[src/rtl/mem_arb_pkg.sv]
// Shared types and constants for the memory-port arbiters: FSM state encoding,
// data-memory window and the wait-counter width.
package mem_arb_pkg;

    typedef enum logic [1:0] {
        IDLE   = 2'd0,
        ACCESS = 2'd1,
        RESP   = 2'd2
    } arb_state_t;

    localparam logic [31:0] DMEM_BASE = 32'h1001_0000;
    localparam logic [31:0] DMEM_SIZE = 32'h0000_1000;
    localparam int          WAIT_W    = 4;

    // Window must not cross 2^32, so a plain 32-bit compare is exact.
    function automatic logic addr_bad(input logic [31:0] addr,
                                      input logic [31:0] base,
                                      input logic [31:0] size);
        return (addr < base) || (addr >= base + size) || (addr[1:0] != 2'b00);
    endfunction

endpackage

[src/rtl/rr_pick2.sv]
// Combinational two-way round-robin picker: a lone request wins outright,
// a tie goes to the port that was not granted last time.
module rr_pick2 (
    input  logic [1:0] req,
    input  logic       last_grant,
    output logic       grant_valid,
    output logic       grant
);

    assign grant_valid = |req;
    assign grant       = (req == 2'b11) ? ~last_grant : req[1];

endmodule

[src/rtl/dmem_port_arbiter.sv]
// Two-requester front end for the single-port data memory: round-robin grant,
// window/alignment check, memory-side access timing and a one-cycle ready pulse.
module dmem_port_arbiter
    import mem_arb_pkg::*;
#(
    parameter logic [31:0] BASE_ADDR   = DMEM_BASE,
    parameter logic [31:0] SIZE_BYTES  = DMEM_SIZE,
    parameter int unsigned WAIT_CYCLES = 0
) (
    input  logic        clock,
    input  logic        clear,
    input  logic        req0,
    input  logic        req1,
    input  logic        we0,
    input  logic        we1,
    input  logic [31:0] addr0,
    input  logic [31:0] addr1,
    input  logic [31:0] wdata0,
    input  logic [31:0] wdata1,
    output logic        ready0,
    output logic        ready1,
    output logic [31:0] rdata,
    output logic        err,
    output logic [31:0] mem_address,
    output logic        mem_write,
    output logic [31:0] mem_write_data,
    input  logic [31:0] mem_read_data,
    output logic        busy
);

    localparam logic [WAIT_W-1:0] WAIT_INIT = WAIT_W'(WAIT_CYCLES);
    // With no wait states the first ACCESS cycle is also the final one.
    localparam logic              NO_WAIT   = (WAIT_CYCLES == 0);

    arb_state_t        state;
    logic              last_grant;
    logic              grant_q;
    logic              we_q;
    logic              bad_q;
    logic [WAIT_W-1:0] wait_cnt;

    logic              grant_valid;
    logic              grant;
    logic              sel_we;
    logic              sel_bad;
    logic [31:0]       sel_addr;
    logic [31:0]       sel_wdata;

    rr_pick2 u_pick (
        .req         ({req1, req0}),
        .last_grant  (last_grant),
        .grant_valid (grant_valid),
        .grant       (grant)
    );

    // NOTE: every output of this block is assigned on every path, so no latch is inferred.
    always_comb begin
        sel_we    = grant ? we1    : we0;
        sel_addr  = grant ? addr1  : addr0;
        sel_wdata = grant ? wdata1 : wdata0;
        sel_bad   = addr_bad(sel_addr, BASE_ADDR, SIZE_BYTES);
    end

    // NOTE: state and outputs use non-blocking assignments so every register samples pre-edge values.
    always_ff @(posedge clock or posedge clear) begin
        if (clear) begin
            state          <= IDLE;
            last_grant     <= 1'b1;
            grant_q        <= 1'b0;
            we_q           <= 1'b0;
            bad_q          <= 1'b0;
            wait_cnt       <= '0;
            ready0         <= 1'b0;
            ready1         <= 1'b0;
            rdata          <= '0;
            err            <= 1'b0;
            mem_address    <= '0;
            mem_write      <= 1'b0;
            mem_write_data <= '0;
        end else begin
            ready0 <= 1'b0;
            ready1 <= 1'b0;
            case (state)
                IDLE: begin
                    if (grant_valid) begin
                        grant_q        <= grant;
                        we_q           <= sel_we;
                        bad_q          <= sel_bad;
                        mem_address    <= sel_addr;
                        mem_write_data <= sel_wdata;
                        mem_write      <= NO_WAIT & sel_we & ~sel_bad;
                        wait_cnt       <= WAIT_INIT;
                        state          <= ACCESS;
                    end
                end
                ACCESS: begin
                    if (wait_cnt == '0) begin
                        mem_write <= 1'b0;
                        rdata     <= (we_q | bad_q) ? '0 : mem_read_data;
                        err       <= bad_q;
                        ready0    <= ~grant_q;
                        ready1    <= grant_q;
                        state     <= RESP;
                    end else begin
                        // Raise the write strobe for the final ACCESS cycle only.
                        if (wait_cnt == WAIT_W'(1)) begin
                            mem_write <= we_q & ~bad_q;
                        end
                        wait_cnt <= wait_cnt - WAIT_W'(1);
                    end
                end
                RESP: begin
                    last_grant <= grant_q;
                    state      <= IDLE;
                end
                default: begin
                    state <= IDLE;
                end
            endcase
        end
    end

    assign busy = (state != IDLE);

endmodule

[config.mk]
export PLATFORM = sky130hd
export DESIGN_NAME = dmem_port_arbiter
export DESIGN_NICKNAME = d
export VERILOG_FILES = /design/src/rtl/mem_arb_pkg.sv /design/src/rtl/rr_pick2.sv /design/src/rtl/dmem_port_arbiter.sv
export SDC_FILE = /design/constraint.sdc
export NUM_CORES = 1
export LEC_CHECK = 0
export ABC_AREA = 0
export BUFFER_PORTS_ARGS = -buffer_cell sky130_fd_sc_hd__buf_2
export CAP_MARGIN = 20
export CORE_MARGIN = 3
export CORE_UTILIZATION = 49
export DETAILED_ROUTE_END_ITERATION = 12
export GPL_ROUTABILITY_DRIVEN = 0
export PLACE_DENSITY = 0.85
export SETUP_SLACK_MARGIN = 0.02
export SLEW_MARGIN = 20
export SYNTH_ARGS = -nofsm -noshare
export SYNTH_HDL_FRONTEND = slang
export SYNTH_SLANG_ARGS = --single-unit
[constraint.sdc]
create_clock -name clock -period 9.6 [get_ports clock]
set_clock_uncertainty 0.1 [all_clocks]
set_input_delay 1.44 -clock clock [delete_from_list [all_inputs] [get_ports clock]]
set_output_delay 1.44 -clock clock [all_outputs]
set_load 0.005 [all_outputs]
Word level (Yosys, flattened, before mapping)
Cells that the tools add are included.
{"block": "word_totals", "reg_bits": 110, "inputBits": 166, "out_inout_bits": 101, "elab_cells": 63}
{"block": "classes", "n_addsub": 1, "order_cmp": 2, "eq_ne": 8, "n_mux": 19, "bitwise_logic": 7, "n_reduce_logical": 13}
{"op": "32-bit 2-to-1 mux", "n": 3}
{"op": "32-bit by 29-bit greater-or-equal comparator with 1-bit output (second input constant)", "n": 1}
{"op": "32-bit by 29-bit less-than comparator with 1-bit output (second input constant)", "n": 1}
{"op": "1-bit 2-to-1 mux", "n": 9}
{"op": "4-bit 2-to-1 mux", "n": 2}
{"op": "4-bit one-hot mux with 2 select lines", "n": 1}
{"op": "2-bit inequality test (second input constant)", "n": 3}
{"op": "2-bit AND reduction", "n": 3}
{"op": "3-bit AND reduction", "n": 2}
{"op": "2-bit nonzero test", "n": 3}
{"op": "2-bit == test (second input constant)", "n": 2}
{"op": "4-bit by 1-bit == test with 1-bit output (second input constant)", "n": 1}
{"op": "4-bit logical NOT", "n": 1}
{"op": "2-bit 2-to-1 mux", "n": 2}
{"op": "1-bit inverter", "n": 4}
{"op": "2-bit one-hot mux with 2 select lines", "n": 1}
{"op": "4-bit by 1-bit subtractor with 4-bit output (second input constant)", "n": 1}
{"op": "3-bit inequality test (second input constant)", "n": 1}
{"op": "1-bit AND", "n": 2}
{"op": "2-bit by 1-bit == test with 1-bit output (second input constant)", "n": 1}
{"op": "2-bit logical NOT", "n": 1}
{"op": "1-bit logical OR", "n": 2}
{"op": "1-bit one-hot mux with 2 select lines", "n": 1}
{"op": "2-bit OR reduction", "n": 1}
{"op": "1-bit bitwise OR", "n": 1}

Logic depth before layout (Yosys ltp)
{"block": "logic_depth", "depth_word": 10, "depth_mapped": 7, "depth_no_buf": 6}

Modules after synthesis
A second synthesis with hierarchy kept.
{"block": "unflattened", "hier_cells": 497, "area_unflattened_um2": 4994.8}
{"mod": "dmem_port_arbiter", "n_inst": 1, "cells_per_inst": 495, "area_each_um2": 4981.0, "seq_area_each_um2": 2753.9}
{"mod": "rr_pick2", "n_inst": 1, "cells_per_inst": 2, "area_each_um2": 13.8, "seq_area_each_um2": 0.0}

Worst setup path after synthesis
OpenSTA, ideal clock, no wires.
{"block": "synth_timing", "path_type": "in2reg", "startpoint": "input req1", "endpoint": "register mem_write_data[26]", "setup_ns": 0.136, "t_arrival_ns": 2.348, "required_ns": 9.364, "setup_slack_ns": 7.016, "path_stages": 5, "path_buffers": 2, "path_cell_list": "a21boi_2 > buf_4 > buf_2 > mux2i_1 > o21ai_0"}
{"block": "synth_via", "elab_chain_cells": 3, "word_cells_on_any_way": 5, "classes_between": "eq/ne (1); mux (2); reduce/logical (2)"}
{"element": "start, declared", "line": "dmem_port_arbiter.sv:13", "text": "input logic req1,"}
{"element": "2-bit == test", "line": "rr_pick2.sv:11", "text": "assign grant = (req == 2'b11) ? ~last_grant : req[1];"}
{"element": "1-bit 2-to-1 mux", "line": "rr_pick2.sv:11"}
{"element": "32-bit 2-to-1 mux", "line": "dmem_port_arbiter.sv:60", "text": "sel_wdata = grant ? wdata1 : wdata0;"}
{"element": "end signal, assigned", "line": "dmem_port_arbiter.sv:90", "text": "mem_write_data <= sel_wdata;"}
{"element": "end, declared", "line": "dmem_port_arbiter.sv:26", "text": "output logic [31:0] mem_write_data,"}
Parallel ways exist; a longest one is shown, timed or not.
A chain may end at the register's enable or synchronous reset.

Worst setup path after layout
{"block": "layout_timing", "startpoint": "input req1", "endpoint": "register bad_q"}
{"block": "layout_via", "elab_chain_cells": 6, "word_cells_on_any_way": 10, "classes_between": "order compare (2); eq/ne (1); mux (2); reduce/logical (5)"}
{"element": "2-bit == test", "line": "rr_pick2.sv:11"}
{"element": "1-bit 2-to-1 mux", "line": "rr_pick2.sv:11"}
{"element": "32-bit 2-to-1 mux", "line": "dmem_port_arbiter.sv:59", "text": "sel_addr = grant ? addr1 : addr0;"}
{"element": "32-bit by 29-bit less-than comparator with 1-bit output / 32-bit by 29-bit greater-or-equal comparator with 1-bit output (equally long branches)", "line": "mem_arb_pkg.sv:19", "text": "return (addr < base) || (addr >= base + size) || (addr[1:0] != 2'b00);"}
{"element": "1-bit logical OR (2 in a row)", "line": "mem_arb_pkg.sv:19"}
{"element": "end signal, assigned", "line": "dmem_port_arbiter.sv:88", "text": "bad_q <= sel_bad;"}
{"element": "end, declared", "line": "dmem_port_arbiter.sv:39", "text": "logic bad_q;"}
Parallel ways exist; a longest one is shown, timed or not.

==> metrics.yaml <==
cts_buffer_depth: 2
place_inst: 863
synth.largest_area_cell: "dfrtp_1"
min_period_over_period_pct: 31.9
cts.repair.resized: 0
hold_buffers: 0
synthTopCellsByArea: "dfrtp_1 (54%), mux2i_1 (13%), nand2_1 (5.2%)"
hold_viol_final: 0
clk_pin_slew_worst_paths_ns: 0.10
tightest_slew_ns: 1.12
h-tree-depth: 3
core_um2: 9860
outcome: "finished, final reports clean"
power_frac_seq_pct: 43.3
synth_flop_cell: "dfrtp_1"
area_delta_synth_final_pct: 31.3
avgSynthCellArea_um2: 10.2
endpoint: "bad_q$_DFFE_PP0P_"
peakVddDrop_v: 0.000136
p_sw_uw: 612
setup.worst_path.class: "primary input to register"
final.min_clock_period_ns: 3.06
synth_edf_count: 0
grt-ovfl-total: 0
drive_gt1_share_pct: 39.9
setup_viol: 0
clockPowerShare_pct: 17.6
async_reset_ff_share_pct: 100
num_rows: 36
cts-root-buf: "clkbuf_8"
netlist_area_um2: 5020
vias: 4548
powerDensity_nw_per_um2: 248
r2r_cells: 5
worstReg2RegEnd: "bad_q$_DFFE_PP0P_"
intPower_uw: 1020
fin_nets: 909
wirelength_um: 14400
fin_setup_tns_ns: 0
routedWlPerCell_um: 16.3
slew_headroom_pct: 25.1
grt_pass1_vias: 4622
timing.final.ws_setup_ns: 6.54
achievable-frequency_mhz: 326
port_buffers: 266
hpwl_um: 10800
yosysTopAreaCellShare_pct: 54.3
yosysSeqAreaShare_pct: 54.8
boundaryPins: 267
hold_class: "register to register"
track_usage_pct: 24.9
power_leakage_uw: 0.00348
cp-start-kind: "primary input"
drcViolationCount: 0
slew_viol_final: 0
cts-buffers-inserted: 9
reg2reg_from: "last_grant$_DFFE_PP1N_"
grt_pass1_wl_um: 22600
antenna_cells: 0
critPathRequiredTime_ns: 9.76
cts_sinks: 110
drt_iter0_drc: 338
viasPerCell: 5.17
rsz0062_at_grt: "false"
r2r_slack_ns: 7.33
max_cap_violations: 0
holdWs_ns: 0.387
syn_inst: 492
firstDrtPassIters: 4
ant_nets: 0
p_sw_share_pct: 37.5
critPathCaptureType: "register"
start_util_pct: 50.9
dieWidth_um: 107
pre_cts_ws_ns: 6.14
startpoint: "req1"
worstPathMaxFanout: 68
dieHeight_um: 107
synth_seq_cells: 110
synth.net_count: 660
dieArea_um2: 11500
grt_max_degree: 137
yosysWarningCount: 0
clk_latency_ns: 0.36
post_cts_buffers: 0
antenna_found_initial: 0
ys_types: 35
arrival_ns: 3.22
combPwrFrac_pct: 39.1
cts_tree: "yes"
final_cells: 879
==> layer usage <==
metal  vias to the layer above  track usage, %  part of all wire [%]
li1                       2174               -                     -
met1                      2168            30.6                    38
met2                       177            43.7                    52
met3                        29            5.00                   7.0
met4                         0            8.68                   2.3
met5                         -               0                     0
==> power by group through the flow <==
stage          clock, µW  combinational [µW]  sequential, µW
2_1_floorplan          0                 400             720
3_3_place_gp           0                 618             707
3_5_place_dp           0                 646             717
4_1_cts              296                 647             708
5_1_grt              316                 723             726
6_report             288                 638             707
==> logic make-up (layout without fill, tap and decap cells) <==
kind of cell | Yosys count | after routing | synth area share [%]
AOI/OAI and AO/OA | 104 | 104 | 10.9
and+or+nand+nor | 137 | 137 | 13.1
xor gates and xnor gates | 2 | 2 | 0.349
buffers and inverters | 68 | 322 | 6.45
muxes | 69 | 69 | 13.9
DFF | 110 | 110 | 54.8
adders and majority gates | 2 | 2 | 0.498
==> worst min path at each step <==
stage,depth (start not counted),end,slack (ns),from
after global routing,2,mem_write_data[31]$_DFFE_PP0P_,0.42,mem_write_data[31]$_DFFE_PP0P_
after global placement,1,ready0$_DFF_PP0_,0.35,grant_q$_DFFE_PP0P_
after detailed placement,2,mem_write_data[20]$_DFFE_PP0P_,0.37,mem_write_data[20]$_DFFE_PP0P_
after floorplan,1,ready0$_DFF_PP0_,0.33,grant_q$_DFFE_PP0P_
final,2,mem_write_data[17]$_DFFE_PP0P_,0.39,mem_write_data[17]$_DFFE_PP0P_
after CTS,2,mem_write_data[17]$_DFFE_PP0P_,0.39,mem_write_data[17]$_DFFE_PP0P_
==> final cells by class <==
type,instances,area [µm²]
well taps,133,166
flip-flops and latches,110,2750
inverters,36,138
clock buffers,10,138
clock inverters,6,70.1
fillers,783,3270
repair buffers,270,1370
multi-input cells,314,1960
==> cell usage in the layout, fill, tap and decap left out, types with 3 or more instances in the layout <==
master / n
dfrtp_1: 109
clkbuf_8: 10
nand2_1: 69
nor4b_1: 4
nor2_1: 9
buf_2: 266
o21ai_0: 51
mux2i_1: 65
inv_1: 35
nand3_1: 35
o21ai_1: 47
mux2_2: 4
clkinv_4: 3
nor4_1: 6
==> synthesized netlist by cell type, types with 2 or more instances <==
| master | number |
|---|---|
| nand4_1 | 2 |
| nand2_1 | 69 |
| nor4b_1 | 4 |
| xnor2_1 | 2 |
| o21ai_1 | 47 |
| nor2_1 | 10 |
| inv_1 | 36 |
| mux2i_1 | 65 |
| clkbuf_1 | 14 |
| ha_1 | 2 |
| dfrtp_1 | 109 |
| mux2_2 | 4 |
| o21ai_0 | 51 |
| buf_6 | 7 |
| or2_1 | 2 |
| nand3_1 | 35 |
| buf_2 | 10 |
| nor4_1 | 6 |
==> through the flow <==
stage | area (µm²) | utilization (%) | total power [µW]
6_report | 6600 | 66.9 | 1630
5_1_grt | 6600 | 66.9 | 1770
4_1_cts | 6590 | 66.8 | 1650
3_5_place_dp | 6380 | 64.7 | 1360
3_3_place_gp | 6370 | 64.6 | 1330
2_1_floorplan | 5020 | - | 1120
==> critical path, stage by stage <==
cell and delay, ns:
buf_2 0.09, a21boi_4 0.15, buf_4 0.86, nand3_1 0.15, o22a_1 0.24, mux2_2 0.26
==> sequential cells by signal (all words and copies together) (netlist names), 2 cells and up <==
| signal | flops |
|---|---|
| mem_address | 32 |
| mem_write_data | 32 |
| rdata | 32 |
| wait_cnt | 4 |
| state | 2 |
Power figures use the tool's default switching activity.
